### config.mk
export PLATFORM = sky130hd
export DESIGN_NAME = register_file
export DESIGN_NICKNAME = d
export VERILOG_FILES = /design/src/rtl/register_pkg.sv /design/src/rtl/reg_cell.sv /design/src/rtl/register_file.sv
export SDC_FILE = /design/constraint.sdc
export NUM_CORES = 1
export LEC_CHECK = 0
export CAP_MARGIN = 20
export CORE_UTILIZATION = 60
export DETAILED_ROUTE_END_ITERATION = 10
export GPL_TIMING_DRIVEN = 0
export HOLD_SLACK_MARGIN = 0.1
export PLACE_DENSITY_LB_ADDON = 0.25
export SYNTH_ARGS = -nofsm -noshare
export SYNTH_HDL_FRONTEND = slang
export SYNTH_SLANG_ARGS = --single-unit
### constraint.sdc
create_clock -name clk -period 3.75 [get_ports clk]
set_input_delay 1.125 -clock clk [delete_from_list [all_inputs] [get_ports clk]]
set_output_delay 1.125 -clock clk [all_outputs]
set_load 0.02 [all_outputs]
### src/rtl/register_pkg.sv
`default_nettype none
// ============================================================================
//  Module      : register_pkg
//  Description : Shared constants and types for the CPU register file:
//                data/address widths, instruction-word field positions of
//                the rd/rs1 and rs2 register address fields, and the
//                register address/word typedefs.
//  Revision    : 1.0 - initial release
// ============================================================================
package register_pkg;

    localparam int DATA_W   = 8;
    localparam int ADDR_W   = 3;
    localparam int NUM_REGS = 1 << ADDR_W;

    // Register address fields inside the 16-bit instruction word
    localparam int RD_MSB   = 11;
    localparam int RD_LSB   = 9;
    localparam int RS2_MSB  = 8;
    localparam int RS2_LSB  = 6;

    typedef logic [ADDR_W-1:0] reg_addr_t;
    typedef logic [DATA_W-1:0] reg_word_t;

endpackage : register_pkg
`default_nettype wire

### src/rtl/reg_cell.sv
`default_nettype none
// ============================================================================
//  Module      : reg_cell
//  Description : One register of the register file: a WIDTH-bit flop with
//                asynchronous active-high clear and a synchronous write
//                enable.
//  Ports       : clk  - clock, captures on rising edge
//                rst  - asynchronous active-high clear
//                en   - write enable
//                d    - write data
//                q    - stored value
//  Revision    : 1.0 - initial release
// ============================================================================
module reg_cell #(
    parameter int WIDTH = 8
) (
    input  logic             clk,
    input  logic             rst,
    input  logic             en,
    input  logic [WIDTH-1:0] d,
    output logic [WIDTH-1:0] q
);

    logic [WIDTH-1:0] r_q;

    always_ff @(posedge clk or posedge rst) begin
        if (rst) begin
            r_q <= '0;
        end else if (en) begin
            r_q <= d;
        end
    end

    assign q = r_q;

endmodule : reg_cell
`default_nettype wire

### src/rtl/register_file.sv
`default_nettype none
// ============================================================================
//  Module      : register_file
//  Description : Architectural register file of the single-cycle CPU.
//                NUM_REGS registers of DATA_W bits, one synchronous write
//                port and two combinational read ports. Addresses come
//                straight from the instruction word: inst[11:9] is both
//                the write address and read port 1, inst[8:6] is read
//                port 2. Reads have no write bypass.
//  Ports       : clk       - clock, writes on rising edge
//                rst       - asynchronous active-high clear of all registers
//                inst      - 16-bit instruction word (address fields)
//                reg_en    - write enable for register inst[11:9]
//                data      - write data
//                reg_data1 - contents of register inst[11:9]
//                reg_data2 - contents of register inst[8:6]
//  Config      : REG_ZERO_EN - when defined, register 0 is hardwired to
//                zero; writes to it are dropped and reads return 0.
//  Revision    : 1.0 - initial release
// ============================================================================
import register_pkg::*;

module register_file #(
    parameter int DATA_W   = 8,
    parameter int NUM_REGS = 8,
    parameter int ADDR_W   = 3
) (
    input  logic              clk,
    input  logic              rst,
    input  logic [15:0]       inst,
    input  logic              reg_en,
    input  logic [DATA_W-1:0] data,
    output logic [DATA_W-1:0] reg_data1,
    output logic [DATA_W-1:0] reg_data2
);

    logic [ADDR_W-1:0] w_addr1;
    logic [ADDR_W-1:0] w_addr2;
    logic [DATA_W-1:0] w_regs [NUM_REGS];

    // Opcode and low immediate/function bits play no part in register access
    logic              w_unused_inst_bits;

    assign w_addr1            = inst[RD_MSB:RD_LSB];
    assign w_addr2            = inst[RS2_MSB:RS2_LSB];
    assign w_unused_inst_bits = ^{inst[15:12], inst[5:0]};

    genvar i;
    generate
        for (i = 0; i < NUM_REGS; i++) begin : g_regs
`ifdef REG_ZERO_EN
            if (i == 0) begin : g_zero
                assign w_regs[i] = '0;
            end else begin : g_cell
                reg_cell #(
                    .WIDTH (DATA_W)
                ) u_reg_cell (
                    .clk (clk),
                    .rst (rst),
                    .en  (reg_en && (w_addr1 == ADDR_W'(i))),
                    .d   (data),
                    .q   (w_regs[i])
                );
            end
`else
            begin : g_cell
                reg_cell #(
                    .WIDTH (DATA_W)
                ) u_reg_cell (
                    .clk (clk),
                    .rst (rst),
                    .en  (reg_en && (w_addr1 == ADDR_W'(i))),
                    .d   (data),
                    .q   (w_regs[i])
                );
            end
`endif
        end
    endgenerate

    // Read ports come straight from the flops, so a same-address write is
    // only seen after the capturing edge.
    assign reg_data1 = w_regs[w_addr1];
    assign reg_data2 = w_regs[w_addr2];

endmodule : register_file
`default_nettype wire

# Word-level counts from Yosys, hierarchy flattened
# Cells that the tools add are included.
[word_totals]
input_bits = 27
register_bits = 64
[classes]
n_reduce_logical = 9
muxes = 6
n_bitwise = 2
eq_ne = 7
order_cmp = 2
[op_table]
columns = ["cell", "n"]
rows = [
  ["$bmux 8 s3", 2],
  ["$mux 8", 4],
  ["$eq 3x3->1 const B", 4],
  ["$ge 4x4->1 const B", 2],
  ["$logic_and 1x1->1", 8],
  ["$not 3->4", 2],
  ["$eq 3x2->1 const B", 2],
  ["$eq 3x1->1 const B", 1],
  ["$logic_not 3->1", 1],
]

# Logic depth before layout (Yosys ltp)
[depth]
depth_word = 4
depth_mapped = 4
ltp_nobuf = 2

# By module
# A second synthesis with hierarchy kept.
[unflattened]
hier_cells = 241
hier_area_um2 = 3807.4
[by_module_without_submodules]
columns = ["mod", "n_inst", "cells_each", "area_per_inst_um2"]
rows = [
  ["reg_cell", 8, 18, 335.3],
  ["register_file", 1, 97, 1124.8],
]

# Worst setup path after synthesis
# Ideal clock, no wire load.
[synth_timing]
path_type = "in2out"
startpoint = "in inst[10]"
endpoint = "out reg_data1[0]"
stages = 4
n_path_buf = 2
slack_ns = 0.400
t_required_ns = 2.625
arrival_time_ns = 2.225
path_cell_list = "buf_6 -> buf_6 -> mux4_1 -> mux2_2"
[synth_via]
elab_chain_len = 4
[synth_lines]
columns = ["item", "line_no", "source"]
rows = [
  ["start, declared", "register_file.sv:30", "input logic [15:0] inst,"],
  ["$not 3->4 (implied by the code)", "register_file.sv:83", "assign reg_data1 = w_regs[w_addr1];"],
  ["$bmux 8 s3", "register_file.sv:83", ""],
  ["$mux 8 (implied by the code) (2 in series)", "register_file.sv:83", ""],
  ["end, declared", "register_file.sv:33", "output logic [DATA_W-1:0] reg_data1,"],
]
# Every way passes these cells. The select of a mux whose other input is x is not followed.

# Worst setup path after layout
[layout_timing]
startpoint = "in inst[10]"
endpoint = "out reg_data1[7]"
# The elaborated chain is that of the path after synthesis.

==> run summary <==
Global-route usage over all layers = 30.1%
Setup ws final = 0.0240 ns
Synth top area cells = sky130_fd_sc_hd__dfrtp_1 (45%), sky130_fd_sc_hd__mux2_2 (24%), sky130_fd_sc_hd__mux4_1 (21%), sky130_fd_sc_hd__mux4_2 (2.5%), sky130_fd_sc_hd__buf_6 (1.3%)
Area growth from synthesis to final layout = 15.7%
Unique cell type count in the Yosys netlist = 17
Placeable core region = 5610 um2
Antenna Cells = 0
Total of warnings raised by yosys = 0
Cell at the slowest stage of the critical path = sky130_fd_sc_hd__mux4_1
Share of synthesized area occupied by flip-flops and latches = 44.9%
Via count of the first global-routing pass = 2377
Sum of internal, switching and leakage power = 0.00214 W
Num CTS Buffers = 9
Area share of fa/ha/maj cells after synthesis = 0%
Top-count cell post-synth = sky130_fd_sc_hd__mux2_2
Vias after detailed routing = 2104
Final setup violating endpoints = 0
Met2 routing resource usage after global routing = 52.2%
Result of the run = finished clean
Compound-Gate Fraction of Synth Area = 0%
Relative contribution of sequential cells to total power = 44.6%
Post-synthesis cell area = 3570 um2
Post-DP HPWL = 5550 um
Global-route wire length before repair = 13200 um
Average footprint of a synthesized cell = 17.8 um2
Worst-case register-to-register setup slack = 2.92 ns
Final hold violations = 0
Violation count after the first detailed-routing iteration = 149
Die X = 79.1 um
Fraction of layout cells with a size suffix above 1 = 51.6%
Cell depth of the worst flop-to-flop path = 1
Number of slew-limit violations in the final report = 0
Worst Path Max Fanout = 10
Post-synth top area share = 44.9%
Gate count after technology mapping = 201
Most used flip-flop cell after synthesis = sky130_fd_sc_hd__dfrtp_1
Post-Place Setup Slack = -0.986 ns
Largest net degree at the start of global routing = 37
1st-pass router iterations = 5
Standby leakage power = 1.81 nW
Cell-internal power = 0.00153 W
Layout Cells excl Fill = 316
Post-layout net count = 266
Clk buf depth = 2
Timing-limited maximum frequency = 268 MHz
Worst reg2reg endpoint = g_regs[0].g_cell.u_reg_cell.q[2]
Post-CTS repair timing setup buffer count = 0
Main combinational cell family by area after synthesis = multiplexers
Worst VDD drop = 0.378 mV
Number of antenna violations at the first check in global routing = 0
Largest clock skew in the final design = 0 ns
Startpoint-to-endpoint class of the critical path = primary input to output port
Mux cell area share after synthesis = 48.4%
Clock Sinks = 64
WL final = 8200 um
ANT nets after route = 0
Element type at the critical path end = output port
Utilization of the core after routing = 73.6%
Synthesized netlist net count = 228
P per Cell Area = 517 nW/um2
Xor and xnor area share after synthesis = 0%
Clock insertion delay at the later pin of the skew report = 0.35 ns
Post-synthesis simple-gate area fraction = 3.26%
Die Outline Area = 6260 um2
Clock Power Share = 27.5%
Total placed cells including tap cells = 300
Global routing usage on met1 = 37.4%
Clock transition at the registers of the reported paths = 0.07 ns
Data required time of the worst path = 2.62 ns
Setup total negative slack = 0 ns
Crit path cell chain = buf_6 > buf_8 > mux4_1 > mux2_2 > dlygate4sd2_1
Flip-flop count of the largest register, all copies and words added = 64
CTS tree = yes
Number of enable-type register cells in the synthesized netlist = 0
Max stage delay on crit path = 0.59 ns
FFs w/ async S/R, synth = 100%
Library cell occupying the most area in the post-synthesis netlist = sky130_fd_sc_hd__dfrtp_1
Num ports = 43
Share of power burned in combinational logic = 27.9%
Most Crowded Layer GR = met2
Effective utilization at floorplan = 63.7%
Sw frac = 28.4%
H-tree lvl count = 3
Critical Path Sink = reg_data1[7]
CTS root buf = sky130_fd_sc_hd__clkbuf_8
Worst Max-Slew Pin Slew = 0.726 ns
Power spent charging and discharging nets = 0.000607 W
Seq cells post-synth = 64
Average via count per standard cell = 6.66
Cell types with the highest counts after synthesis = sky130_fd_sc_hd__mux2_2 (77), sky130_fd_sc_hd__dfrtp_1 (64), sky130_fd_sc_hd__mux4_1 (28), sky130_fd_sc_hd__buf_2 (8)
Kind of path behind the tightest hold check = register to register
Routing usage on met3 = 4.83%
Maximum capacitance violations = 0
Headroom to the max-slew limit = 51.4%
RePlAce Congestion = 0.720
Site Rows = 27
Nature of the critical path startpoint = primary input
Number of fillers in the final layout = 346
Drc violations = 0
Routed wire per std cell = 25.9 um
Final period demand of the worst path = 3.73 ns
Global route total overflow = 0
Final clock period utilization by the worst path = 99.4%
Critical register-to-register path startpoint = g_regs[0].g_cell.u_reg_cell.q[2]
Data arrival time of the worst path = 2.60 ns
Worst setup path startpoint = inst[10]
I/O Buffers = 26
Die span in y = 79.1 um
cells in the final DEF (no fill, tap or decap):
cell / netlist / layout
sky130_fd_sc_hd__nand4b_2: 3 / 3
sky130_fd_sc_hd__dfrtp_1: 64 / 64
sky130_fd_sc_hd__mux2_1: 3 / 3
sky130_fd_sc_hd__buf_6: 4 / 4
sky130_fd_sc_hd__clkinvlp_4: 0 / 1
sky130_fd_sc_hd__clkdlybuf4s15_1: 0 / 1
sky130_fd_sc_hd__buf_4: 1 / 2
sky130_fd_sc_hd__clkdlybuf4s50_1: 0 / 9
sky130_fd_sc_hd__and4bb_2: 2 / 2
sky130_fd_sc_hd__clkbuf_8: 0 / 14
sky130_fd_sc_hd__buf_12: 1 / 2
sky130_fd_sc_hd__buf_8: 0 / 2
sky130_fd_sc_hd__inv_2: 0 / 1
sky130_fd_sc_hd__dlygate4sd2_1: 0 / 14
sky130_fd_sc_hd__nor4b_4: 1 / 1
sky130_fd_sc_hd__clkbuf_1: 1 / 1
sky130_fd_sc_hd__mux2_2: 77 / 77
sky130_fd_sc_hd__clkbuf_2: 1 / 3
sky130_fd_sc_hd__mux4_2: 4 / 7
sky130_fd_sc_hd__mux4_1: 28 / 25
sky130_fd_sc_hd__buf_2: 8 / 6
sky130_fd_sc_hd__nor4bb_1: 1 / 1
sky130_fd_sc_hd__nand4_2: 1 / 1
power groups by stage:
stage	Clock (W)	Sequential (W)	Combinational, W
after CTS	0.000593	0.000951	0.000599
after global placement	0	0.000928	0.000596
after detailed placement	0	0.000962	0.000632
after floorplan	0	0.000915	0.000444
final	0.000587	0.000953	0.000597
after global routing	0.000619	0.000974	0.000633
critical path, delay by kind of cell:
kind                   cells  cell delay (ns)
multiplexers               2             0.88
buffers and inverters      3             0.59
worst min-delay path by stage:
stage	start	endpoint	slack (ns)	depth (start not counted)
6_report	g_regs[2].g_cell.u_reg_cell.q[0]	g_regs[2].g_cell.u_reg_cell.q[0]	0.52	1
5_1_grt	g_regs[7].g_cell.u_reg_cell.q[5]	g_regs[7].g_cell.u_reg_cell.q[5]	0.54	1
4_1_cts	g_regs[2].g_cell.u_reg_cell.q[0]	g_regs[2].g_cell.u_reg_cell.q[0]	0.53	1
3_5_place_dp	g_regs[4].g_cell.u_reg_cell.q[0]	g_regs[4].g_cell.u_reg_cell.q[0]	0.51	1
3_3_place_gp	g_regs[0].g_cell.u_reg_cell.q[2]	g_regs[0].g_cell.u_reg_cell.q[2]	0.48	1
2_1_floorplan	g_regs[0].g_cell.u_reg_cell.q[2]	g_regs[0].g_cell.u_reg_cell.q[2]	0.47	1
metal layers:
metal	wire, um	vias up
li1	-	893
met1	3320	1121
met2	4370	70
met3	326	20
met4	174	0
met5	0	-
logic make-up (layout without fill, tap and decap cells):
| logic type | after synthesis | in the layout |
|---|---|---|
| mux | 112 | 112 |
| flops | 64 | 64 |
| buf+inv | 17 | 60 |
| simple gates | 8 | 8 |
layout make-up:
cell class / count / area, um2 / share of cell area, %
timing repair buffer: 27 / 255 / 6.18
inverter: 1 / 3.75 / 0.0909
clock buffer: 15 / 196 / 4.76
tap: 72 / 90.1 / 2.18
multi-input combinational: 120 / 1830 / 44.4
clock inverter: 1 / 7.51 / 0.182
buffer: 16 / 143 / 3.45
sequential: 64 / 1600 / 38.8
through the flow:
step	hold WS [ns]	area [um2]
6_report	0.523	4130
5_1_grt	0.545	4130
4_1_cts	0.527	4130
3_5_place_dp	0.511	3940
3_3_place_gp	0.477	3920
2_1_floorplan	0.465	3570
what timing repair did:
| item | CTS | global route |
|---|---|---|
| setup endpoints to repair | 16 | 5 |
| hold buffers | 0 | 0 |
| gates resized for setup | 30 | 5 |
(Power assumes the default switching activity.)
